--- src/rtl/hex_disp_pkg.sv ---
// Shared types and constants for the hex_display_ctrl block: FSM states,
// the hex-to-segment table and page-count helper.
package hex_disp_pkg;

    typedef enum logic [1:0] {
        BLANK  = 2'd0,
        SHOW   = 2'd1,
        FROZEN = 2'd2
    } disp_state_e;

    localparam logic [6:0] SEG_BLANK = 7'h7F;

    // Active-high segments, bit order g..a, indexed by nibble value 0..F.
    localparam logic [15:0][6:0] SEG_HEX = {
        7'h71, 7'h79, 7'h5E, 7'h39, 7'h7C, 7'h77, 7'h6F, 7'h7F,
        7'h07, 7'h7D, 7'h6D, 7'h66, 7'h4F, 7'h5B, 7'h06, 7'h3F
    };

    function automatic int num_pages(input int data_w, input int num_digits);
        return (data_w / 4 + num_digits - 1) / num_digits;
    endfunction

endpackage

--- src/rtl/hex_display_ctrl_enc.sv ---
// One seven-segment digit: nibble plus blank flag to active-low segments.
module hex_digit_enc
    import hex_disp_pkg::*;
(
    input  logic [3:0] nib,
    input  logic       blank,
    output logic [6:0] seg
);

    assign seg = blank ? SEG_BLANK : ~SEG_HEX[nib];

endmodule

--- src/rtl/hex_display_ctrl.sv ---
// Paged multi-digit hex display driver with valid/ready load and freeze.
// Optional leading-zero blanking is enabled by defining LZ_BLANK_EN.
module hex_display_ctrl
    import hex_disp_pkg::*;
#(
    parameter int NUM_DIGITS = 4,
    parameter int DATA_W     = 32,
    parameter int PAGE_TICKS = 50000000,
    localparam int NUM_PAGES = num_pages(DATA_W, NUM_DIGITS),
    localparam int PW        = (NUM_PAGES > 1) ? $clog2(NUM_PAGES) : 1
)
(
    input  logic                    clk,
    input  logic                    rst,
    input  logic                    load_valid,
    input  logic [DATA_W-1:0]       load_data,
    output logic                    load_ready,
    input  logic                    freeze,
    output logic [7*NUM_DIGITS-1:0] segs,
    output logic [PW-1:0]           page_idx,
    output logic                    shown_valid
);

    localparam int TW   = $clog2(PAGE_TICKS);
    localparam int NNIB = DATA_W / 4;
    localparam int PADW = NUM_PAGES * NUM_DIGITS * 4;
    localparam int NW   = $clog2(NUM_PAGES * NUM_DIGITS + 1);

    disp_state_e                      state, state_nxt;
    logic [DATA_W-1:0]                value;
    logic [TW-1:0]                    tick;
    logic                             accept;
    logic [PADW-1:0]                  padded;
    logic [NUM_DIGITS-1:0][6:0]       seg_nxt;

    assign accept = load_valid & load_ready;
    assign padded = PADW'(value);

    always_ff @(posedge clk or posedge rst) begin
        if (rst) state <= BLANK;
        else     state <= state_nxt;
    end

    always_comb begin
        state_nxt = state;
        unique case (state)
            BLANK:   if (accept)  state_nxt = SHOW;
            SHOW:    if (freeze)  state_nxt = FROZEN;
            FROZEN:  if (!freeze) state_nxt = SHOW;
            default: state_nxt = BLANK;
        endcase
    end

    always_comb begin
        load_ready = (state != FROZEN);
    end

    // A load takes priority over paging and restarts from page 0.
    always_ff @(posedge clk or posedge rst) begin
        if (rst) begin
            value       <= '0;
            page_idx    <= '0;
            tick        <= '0;
            shown_valid <= 1'b0;
        end else if (accept) begin
            value       <= load_data;
            page_idx    <= '0;
            tick        <= '0;
            shown_valid <= 1'b1;
        end else if (state == SHOW && NUM_PAGES > 1) begin
            if (tick == TW'(PAGE_TICKS - 1)) begin
                tick     <= '0;
                page_idx <= (page_idx == PW'(NUM_PAGES - 1)) ? '0 : page_idx + 1'b1;
            end else begin
                tick <= tick + 1'b1;
            end
        end
    end

`ifdef LZ_BLANK_EN
    logic [NW-1:0] msn;

    always_comb begin
        msn = '0;
        for (int i = 0; i < NNIB; i++)
            if (value[i*4 +: 4] != 4'h0) msn = NW'(i);
    end
`endif

    for (genvar k = 0; k < NUM_DIGITS; k++) begin : g_dig
        logic [NW-1:0] nidx;
        logic [3:0]    nib;
        logic          blank;

        always_comb begin
            nidx  = NW'(page_idx) * NW'(NUM_DIGITS) + NW'(k);
            nib   = 4'(padded >> {nidx, 2'b00});
            blank = (state == BLANK) || (nidx >= NW'(NNIB));
`ifdef LZ_BLANK_EN
            blank = blank || (nidx > msn);
`endif
        end

        hex_digit_enc u_enc (
            .nib   (nib),
            .blank (blank),
            .seg   (seg_nxt[k])
        );
    end

    always_ff @(posedge clk or posedge rst) begin
        if (rst) segs <= {NUM_DIGITS{SEG_BLANK}};
        else     segs <= seg_nxt;
    end

endmodule

--- config.mk ---
export PLATFORM = sky130hd
export DESIGN_NAME = hex_display_ctrl
export DESIGN_NICKNAME = d
export VERILOG_FILES = /design/src/rtl/hex_disp_pkg.sv /design/src/rtl/hex_display_ctrl_enc.sv /design/src/rtl/hex_display_ctrl.sv
export SDC_FILE = /design/constraint.sdc
export NUM_CORES = 1
export LEC_CHECK = 0
export ABC_CLOCK_PERIOD_IN_PS = 9250
export CELL_PAD_IN_SITES_DETAIL_PLACEMENT = 1
export CELL_PAD_IN_SITES_GLOBAL_PLACEMENT = 2
export CORE_ASPECT_RATIO = 1.5
export CORE_MARGIN = 3
export CORE_UTILIZATION = 37
export DETAILED_ROUTE_END_ITERATION = 16
export PLACE_DENSITY = 0.9
export SETUP_SLACK_MARGIN = 0.02
export SLEW_MARGIN = 20
export SYNTH_ARGS = -nofsm -noshare
export SYNTH_HDL_FRONTEND = slang
export SYNTH_SLANG_ARGS = --single-unit
export TNS_END_PERCENT = 100
--- constraint.sdc ---
create_clock -name clk -period 9.25 [get_ports clk]
set_input_delay 2.3125 -clock clk [delete_from_list [all_inputs] [get_ports clk]]
set_output_delay 2.3125 -clock clk [all_outputs]
set_load 0.005 [all_outputs]
==> run metrics, run 1 <==
run status=completed; Hold Buf Count CTS=0; crit path from=load_valid; row count=50; Clk Tree Root Cell=clkbuf_16; Vias/cell=roughly 5.5; crit path max fanout=35; Crit path max-delay family=buffers and inverters; number of nets in the layout=approximately 630; Final Hold Vio Count=0; Starting DRT DRC Count=between 100 and 150; Antenna diodes=0; Pwr Density=roughly 270 mW/mm^2; FF+latch count, synth=90; Max stage delay on crit path=0.53 ns; Clk pwr share=between 20% and 30%; global route overflow=0; async set or reset register ratio after synthesis=100%; Die H=146 um; Power Internal=~1.0 mW; maximum VDD drop=between 0.0001 and 0.00015 V; Yosys cell types=46; worst skew pair latency=0.35 ns; worst setup path end=tick[9]$_DFFE_PP0P_; Slew headroom=around 28%; r2r startpoint=page_idx$_DFFE_PP0P_; Leak Pwr=approximately 2.6 nW; max_cap viols=0; GPL Wtd Cong=0.809; Max Clock Freq=between 200 and 250 MHz; Area contributors post-synth=dfrtp_1, dfstp_2, nand2_1; wire length per cell=between 15 and 20 um; vias=about 4,000; RSZ-0062 raised after global routing=no; ANT nets after route=0; CP bufs+invs=3; worst reg2reg path depth=6; H-tree depth=3; final non-filler cell total=729; Hold Path Class=reg2reg; Worst path slowest cell=clkdlybuf4s50_1; Final min period=approximately 4.1 ns; die area=roughly 0.014 mm^2; vias in the first global route=4,260; switching fraction of total power=roughly 34%; first-pass GRT wire length=~22,000 um; number of stages on the worst setup path=7; clock slew at reported path FFs=around 0.060 ns; setup slack, reg-to-reg=around 6.7 ns; Final HPWL DP=roughly 9000 um; CTS Buf Count=9; area leader, netlist=dfrtp_1; Buffers on Ports=between 60 and 70; cell mode on critical path=buf_4; sequential power share=37.9%; yosys warns=0; router iterations before antenna repair=6; Syn Nets=around 570; initial antenna violation count=0; Yosys top cell area share=between 30% and 40%; Slew Limit Fails=0; largest net degree at the start of global routing=70; Worst R2R End=segs[3]$_DFF_PP1_; Fin Setup TNS=0 ns; Routed WL=12,800 um; Setup Viol. Count Final=0; slew at the pin closest to its max-slew limit=1.07 ns; fill count=~1,400; dpl cells=a little over 700; post-route cell area=0.00592 mm^2; synthesized cell area=0.00480 mm^2; number of synthesized flops with an enable pin=0; largest buffer count on any clock path=2; DR DRC count=0; most common cell in the netlist=nand2_1; period utilisation layout=between 40 and 50%; share of cells above drive strength 1=about an eighth; Psw=0.531 mW; Combinational Power Share=around 37%; CP Launch Type=input pin; Overall Global Routing Usage=between 10% and 20%; CTS resizes=0; Synth Flop Type=dfrtp_1; Post-CTS Setup Inserts=0; Post-synth top cells=nand2_1, dfrtp_1, dfstp_2; Setup Skew=about 0.012 ns; die width=around 100 um; Area after DPL=between 0.005 and 0.006 mm^2; register area share after synthesis=between 40% and 50%; Avg Cell Area, Syn=roughly 9.4 um^2; CORE AREA=between 0.01 and 0.015 mm^2; Worst EP arrival=between 4 and 5 ns; CTS tree=done; Syn-to-layout area delta=23.2%; Worst EP required=approximately 9.5 ns; I/O pins=67; Cell Chain, Critical Path=clkdlybuf4s50_1 -> and2_1 -> buf_4 -> a21oi_1 -> buf_4 -> nand2_1 -> a31oi_1; Initial Util=38.2%; Setup Crit Path Kind=in2reg; post-synthesis cell count=just over 500; element type at the critical path end=flop; # clock sinks=90
stage by stage:
step	hold slack, ns	power [mW]	worst slack, ns	util, %
after floorplan	0.440	0.930	4.65	-
after global placement	0.451	1.15	4.88	44.5
after detailed placement	0.460	1.18	4.78	44.5
after CTS	0.476	1.59	5.16	47.0
after global routing	0.509	1.68	4.98	47.1
final	0.467	1.58	5.17	47.1
power groups by stage:
stage	clock (mW)	combinational [mW]	sequential, mW
4_1_cts	0.403	0.585	0.599
5_1_grt	0.425	0.640	0.617
3_3_place_gp	0	0.550	0.599
2_1_floorplan	0	0.332	0.598
6_report	0.399	0.580	0.598
3_5_place_dp	0	0.576	0.606
layout make-up:
cell class	instances	area, um^2	area share [%]
Clock buffer	9	225	3.81
Multi-Input combinational cell	381	2360	39.9
Clock inverter	7	91.3	1.54
Sequential cell	90	2290	38.6
Timing Repair Buffer	72	706	11.9
Tap cell	156	195	3.30
Inverter	14	53.8	0.909
per-layer routing:
metal	wire length (um)	up-vias	GRT usage [%]	part of all wire (%)
met5	0	-	0	0
met4	298	0	7.45	2.3
met3	300	19	2.01	2.3
met2	7020	58	33.4	55
met1	5200	2016	21.9	41
li1	-	1937	-	-
sequential cells by signal, summed over array words and instances, names as in the netlist:
name	flops
tick	26
shown_valid	1
segs	28
state	2
page_idx	1
padded	32
cells by family (layout without fill, tap and decap cells):
group / after synthesis / after routing / share of synthesized area, %
flops: 90 / 90 / 47.6
simple gates: 211 / 211 / 19.5
fa+ha+maj: 25 / 25 / 6.51
buf+inv: 41 / 102 / 3.47
xor+xnor: 3 / 3 / 0.547
mux: 31 / 31 / 6.96
compound gates: 111 / 111 / 15.4
worst reg2reg max path, delay by kind of cell, from the launching register on:
family	cells	cell delay [ns]
adders and majority gates	1	0.27
buffers and inverters	2	0.54
DFF	1	0.35
muxes	2	1.00
and+or+nand+nor	1	0.28
worst min path at each step:
stage / from / end / slack [ns] / cells after the start
2_1_floorplan: padded[16]$_DFFE_PP0P_ / padded[16]$_DFFE_PP0P_ / 0.44 / 2
3_3_place_gp: shown_valid$_DFFE_PP0P_ / shown_valid$_DFFE_PP0P_ / 0.45 / 1
3_5_place_dp: shown_valid$_DFFE_PP0P_ / shown_valid$_DFFE_PP0P_ / 0.46 / 1
4_1_cts: padded[4]$_DFFE_PP0P_ / padded[4]$_DFFE_PP0P_ / 0.48 / 2
5_1_grt: padded[0]$_DFFE_PP0P_ / padded[0]$_DFFE_PP0P_ / 0.51 / 2
6_report: padded[4]$_DFFE_PP0P_ / padded[4]$_DFFE_PP0P_ / 0.47 / 2
placed cells by master (no fill, tap or decap), types with 2 or more instances in the layout:
master,netlist,routed
o211ai_1,6,6
dfrtp_1,62,62
a41oi_1,8,8
a211o_1,3,3
nor3_1,3,3
inv_4,0,2
nand2_1,143,143
bufinv_16,0,2
a21oi_1,17,17
nor4_1,5,5
nand2b_1,5,5
a221o_1,4,4
or4_1,3,3
nor2_1,16,16
mux2i_1,21,19
ha_1,25,25
inv_1,14,13
o221ai_1,10,10
dfstp_2,28,28
and4_1,3,3
o311ai_0,4,4
or3_1,3,3
a31oi_1,26,26
clkinv_2,0,3
buf_4,0,6
clkbuf_16,0,9
and2_1,3,3
nand4_1,4,4
mux2i_2,0,2
or2_2,2,2
clkdlybuf4s50_1,0,66
nand3_1,12,12
and3_1,4,4
mux2_2,9,9
o21ai_0,26,25
xnor2_1,3,3
Power figures use the tool's default switching activity.
==> run 2: changes to the inputs <==
- ABC_CLOCK_PERIOD_IN_PS: 9250 -> 3700
- CORE_UTILIZATION: 37 -> 31
- PLACE_DENSITY: 0.9 -> 0.8
- clock period: 9.25 -> 3.7 ns (I/O delays scaled with it)
==> run 2 against run 1 <==
Utilization down 7.2 points. Largest cell class unchanged. Critical path type is now reg2out. Register-to-register slack worse by 5.7 ns. Via count down 1.2%.
==> run metrics, run 2 (same netlist as run 1, synthesis figures left out) <==
DR DRC count=0 (unchanged); post-route setup slack=0.968 ns (-4.20 ns); dpl cells=762 (+6.9%); Post-CTS Setup Inserts=0 (unchanged); Leak Pwr=2.58 nW (+1.0%); Crit path max-delay family=flip-flops; Pwr Density=655 mW/mm^2 (+150%); Overall Global Routing Usage=15.7% (-2.7 points); Cell Chain, Critical Path=clkdlybuf4s50_1; GPL Wtd Cong=0.860 (+6.3%); Hold Path Class=reg2reg; worst skew pair latency=0.34 ns (about the same); most used routing layer=met2; commonest non-fill, non-tap cells in the layout=nand2_1, clkdlybuf4s50_1, dfrtp_1; Fin Setup TNS=0 ns (unchanged); vias=3,981 (-1.2%); hold path cells=1 (-1); Antenna diodes=0 (unchanged); CTS tree=done; worst reg2reg path depth=7 (+1); max FFs per register=32 (unchanged); Setup Viol. Count Final=0 (unchanged); Routed WL=13,000 um (+1.2%); grt met1 use=18.7% (-3.2 points); element type at the critical path end=primary output; slew at the pin closest to its max-slew limit=1.00 ns (-0.0652 ns); initial antenna violation count=0 (unchanged); Die H=158 um (+8.9%); Final Hold Vio Count=0 (unchanged); die area=0.0171 mm^2 (+18%); Slew Limit Fails=0 (unchanged); number of stages on the worst setup path=1 (-6); Buffers on Ports=66 (unchanged); ANT nets after route=0 (unchanged); final non-filler cell total=778 (+6.7%); CP Launch Type=flop; Setup Skew=0.00848 ns (-0.00308 ns); share of cells above drive strength 1=12.6% (+0.39 points); CTS resizes=0 (unchanged); worst slack at placement=0.988 ns (-3.79 ns); met3 Usage GRT=3.12% (+1.1 points); # clock sinks=90 (unchanged); Final min period=approximately 2.7 ns; Syn-to-layout area delta=25.7%; Hold Buf Count CTS=0 (unchanged); Vias/cell=5.12 (-7.4%); commonest non-fill, non-tap cell in the layout=nand2_1; run status=completed; Worst EP required=2.77 ns (-6.73 ns); row count=55 (+10%); first-pass GRT wire length=21,500 um (-0.61%); number of nets in the layout=635 (+0.95%); CTS Buf Count=9 (unchanged); Starting DRT DRC Count=87 (-31%); maximum VDD drop=0.000271 V (+160%); I/O pins=67 (unchanged); Slew headroom=32.6% (+4.4 points); die width=108 um (+8.7%); Worst path slowest cell=dfrtp_1; Max Clock Freq=between 300 and 400 MHz; Initial Util=31.7% (-6.5 points); H-tree depth=3 (unchanged); wire length per cell=16.7 um (-5.1%); Worst EP arrival=1.81 ns (-2.52 ns); fill count=1,746 (+21%); largest buffer count on any clock path=2 (unchanged); CORE AREA=0.0151 mm^2 (+20%); Max stage delay on crit path=0.83 ns (+0.30 ns); largest net degree at the start of global routing=91 (+30%); global route overflow=0 (unchanged); period utilisation layout=between 70 and 80%; RSZ-0062 raised after global routing=no; Clk Tree Root Cell=clkbuf_16; max_cap viols=0 (unchanged); Pwr Total=3.95 mW (+150%); met2 Usage GRT=28.5% (-4.9 points); router iterations before antenna repair=5 (-1); Final HPWL DP=9330 um (+3.3%); vias in the first global route=4,244 (-0.38%); crit path max fanout=15 (-57%); CP bufs+invs=1 (-2); clock slew at reported path FFs=0.07 ns (about the same); Setup Crit Path Kind=reg2out
==> run 2: through the flow <==
stage	util (%)	hold slack, ns	area [um^2]
6_report	39.9	0.466	6040
3_3_place_gp	37.7	0.449	5700
3_5_place_dp	37.7	0.457	5700
4_1_cts	39.8	0.472	6030
2_1_floorplan	-	0.440	4800
5_1_grt	39.9	0.493	6040
==> run 2: report_power, final <==
| part | leakage [nW] | total, mW | switching, mW | internal, mW |
|---|---|---|---|---|
| registers | 1.10 | 1.50 | 0.141 | 1.36 |
| logic | 1.33 | 1.47 | 0.788 | 0.686 |
| clock network | 0.156 | 0.976 | 0.371 | 0.605 |
| total | 2.58 | 3.95 | 1.30 | 2.65 |
==> run 2: path summary, 6_finish.rpt <==
| check | from | end | slack, ns |
|---|---|---|---|
| hold / removal | shown_valid$_DFFE_PP0P_ | shown_valid$_DFFE_PP0P_ | 0.47 |
| max in group asynchronous | rst | segs[15]$_DFF_PP1_ | 2.29 |
| min in group asynchronous | rst | shown_valid$_DFFE_PP0P_ | 0.99 |
| hold reg to reg | shown_valid$_DFFE_PP0P_ | shown_valid$_DFFE_PP0P_ | 0.47 |
| setup reg to reg | page_idx$_DFFE_PP0P_ | segs[7]$_DFF_PP1_ | 1.01 |
| setup / recovery | page_idx$_DFFE_PP0P_ | page_idx | 0.97 |
==> run 2: area by class of cell <==
| type | count | area (um^2) | area share (%) |
|---|---|---|---|
| clock buffer | 13 | 283 | 4.68 |
| clock inverter | 3 | 42.5 | 0.705 |
| sequential | 90 | 2290 | 37.9 |
| multi-input combinational | 381 | 2360 | 39.1 |
| tap | 199 | 249 | 4.12 |
| inverter | 14 | 53.8 | 0.891 |
| timing repair buffer | 78 | 763 | 12.6 |
==> run 2: layer usage <==
| layer | up-vias | part of all wire, % |
|---|---|---|
| li1 | 1939 | - |
| met1 | 1977 | 42 |
| met2 | 54 | 53 |
| met3 | 11 | 3.0 |
| met4 | 0 | 1.3 |
| met5 | - | 0 |
==> run 3: changes to the inputs <==
- ABC_CLOCK_PERIOD_IN_PS: 3700 -> 2600
- CORE_UTILIZATION: 31 -> 34
- PLACE_DENSITY: 0.8 -> 0.84
- clock period: 3.7 -> 2.6 ns (I/O delays scaled with it)
==> run 3 against run 2 <==
Worst setup slack lost 0.84 ns. Highest routed layer unchanged. Hold slack gained 0.0062 ns. Routed wire length shrank 2.3%. Clock skew grew 0.0012 ns.
==> run metrics, run 3 (same netlist as run 1, synthesis figures left out) <==
run status=completed; H-tree depth=3 (unchanged); Post-CTS Setup Inserts=0 (unchanged); Vias/cell=5.44 (+6.4%); element type at the critical path end=primary output; Pwr Density=915 mW/mm^2 (+40%); CTS resizes=0 (unchanged); ANT nets after route=0 (unchanged); Psw=1.86 mW (+43%); first-pass GRT wire length=21,300 um (-0.68%); largest buffer count on any clock path=2 (unchanged); maximum VDD drop=0.000329 V (+21%); met3 Usage GRT=2.15% (-0.97 points); RSZ-0062 raised after global routing=no; max_cap viols=0 (unchanged); Setup Viol. Count Final=0 (unchanged); Clk Tree Root Cell=clkbuf_16; Antenna diodes=0 (unchanged); Power Internal=3.63 mW (+37%); Fin Setup TNS=0 ns (unchanged); period utilisation layout=95.2%; Starting DRT DRC Count=89 (+2.3%); Initial Util=35.1% (+3.4 points); GPL Wtd Cong=0.831 (-3.4%); die area=0.0156 mm^2 (-8.4%); met2 Usage GRT=30.8% (+2.3 points); row count=52 (-5.5%); I/O pins=67 (unchanged); commonest non-fill, non-tap cells in the layout=nand2_1, clkdlybuf4s50_1, dfrtp_1; Final min period=2.47 ns; Routed WL=12,700 um (-2.3%); share of cells above drive strength 1=13.5% (+0.87 points); largest net degree at the start of global routing=91 (unchanged); Setup Skew=0.00972 ns (+0.00124 ns); most used routing layer=met2; Die H=152 um (-4.3%); Hold Buf Count CTS=0 (unchanged); CTS tree=done; final core occ=43.9% (+4.0 points); sequential power share=38.8% (+0.8 points); vias=4,071 (+2.3%); CTS Buf Count=9 (unchanged); commonest non-fill, non-tap cell in the layout=nand2_1; vias in the first global route=4,324 (+1.9%); clock slew at reported path FFs=0.07 ns (about the same); Worst EP arrival=1.82 ns (about the same); Leak Pwr=2.59 nW (+0.38%); DR DRC count=0 (unchanged); Buffers on Ports=66 (unchanged); Clk pwr share=23.3% (-1.4 points); CORE AREA=0.0137 mm^2 (-9.8%); switching fraction of total power=33.9% (+0.96 points); grt met1 use=20.2% (+1.5 points); number of nets in the layout=642 (+1.1%); max FFs per register=32 (unchanged); initial antenna violation count=0 (unchanged); Slew headroom=44.7% (+12 points); router iterations before antenna repair=4 (-1); CP Launch Type=flop; die width=103 um (-4.3%); Setup Crit Path Kind=reg2out; # clock sinks=90 (unchanged); crit path max fanout=17 (+2); slew at the pin closest to its max-slew limit=0.827 ns (-0.175 ns); Hold Path Class=reg2reg; Combinational Power Share=37.9% (+0.6 points); Final Hold Vio Count=0 (unchanged); setup slack, reg-to-reg=0.30 ns (-0.71 ns); global route overflow=0 (unchanged); wire length per cell=16.9 um (+1.6%); Slew Limit Fails=0 (unchanged); Final HPWL DP=9240 um (-0.96%); Worst EP required=1.95 ns (-0.82 ns); Syn-to-layout area delta=24.9%; Max Clock Freq=roughly 400 MHz; worst skew pair latency=0.34 ns (about the same); Overall Global Routing Usage=17.2% (+1.4 points)
-- run 3: metal layers --
| layer | vias to the layer above | wire length [um] |
|---|---|---|
| met2 | 66 | 6750 |
| li1 | 1949 | - |
| met3 | 23 | 328 |
| met5 | - | 0 |
| met4 | 0 | 321 |
| met1 | 2033 | 5280 |
-- run 3: path summary, 6_finish.rpt --
| path | from | end | cells past startpoint |
|---|---|---|---|
| max | page_idx$_DFFE_PP0P_ | page_idx | 3 |
| min in group asynchronous | rst | shown_valid$_DFFE_PP0P_ | 3 |
| max reg2reg | page_idx$_DFFE_PP0P_ | segs[7]$_DFF_PP1_ | 7 |
| min reg2reg | shown_valid$_DFFE_PP0P_ | shown_valid$_DFFE_PP0P_ | 1 |
| min | shown_valid$_DFFE_PP0P_ | shown_valid$_DFFE_PP0P_ | 1 |
| max in group asynchronous | rst | segs[13]$_DFF_PP1_ | 3 |
-- run 3: final cells by class --
type                       instances  area [um^2]
clock buffer                      11          254
clock inverter                     5         35.0
fill                            1585         7660
inverter                          14         56.3
multi-input combinational        381         2350
sequential                        90         2290
tap                              162          203
timing repair buffer              85          816
-- run 3: critical path, stage by stage (launching register included) --
cell and delay, ns:
dfrtp_1 0.48, buf_4 0.32, buf_4 0.18, clkdlybuf4s50_1 0.50
-- run 3: metrics by stage --
stage	total power, mW	cells	hold WS, ns	setup WS (ns)	area [um^2]
4_1_cts	5.56	748	0.474	0.102	6000
3_3_place_gp	4.16	732	0.452	0.436	5710
5_1_grt	5.90	748	0.504	0.0391	6000
3_5_place_dp	4.27	732	0.458	0.302	5710
6_report	5.49	748	0.473	0.125	6000
2_1_floorplan	3.31	512	0.440	0.269	4810
-- run 3: power by group through the flow --
stage | clock network, mW | logic [mW] | registers (mW)
2_1_floorplan | 0 | 1.18 | 2.13
3_3_place_gp | 0 | 2.02 | 2.14
3_5_place_dp | 0 | 2.11 | 2.16
4_1_cts | 1.31 | 2.11 | 2.14
5_1_grt | 1.37 | 2.35 | 2.17
6_report | 1.28 | 2.08 | 2.13
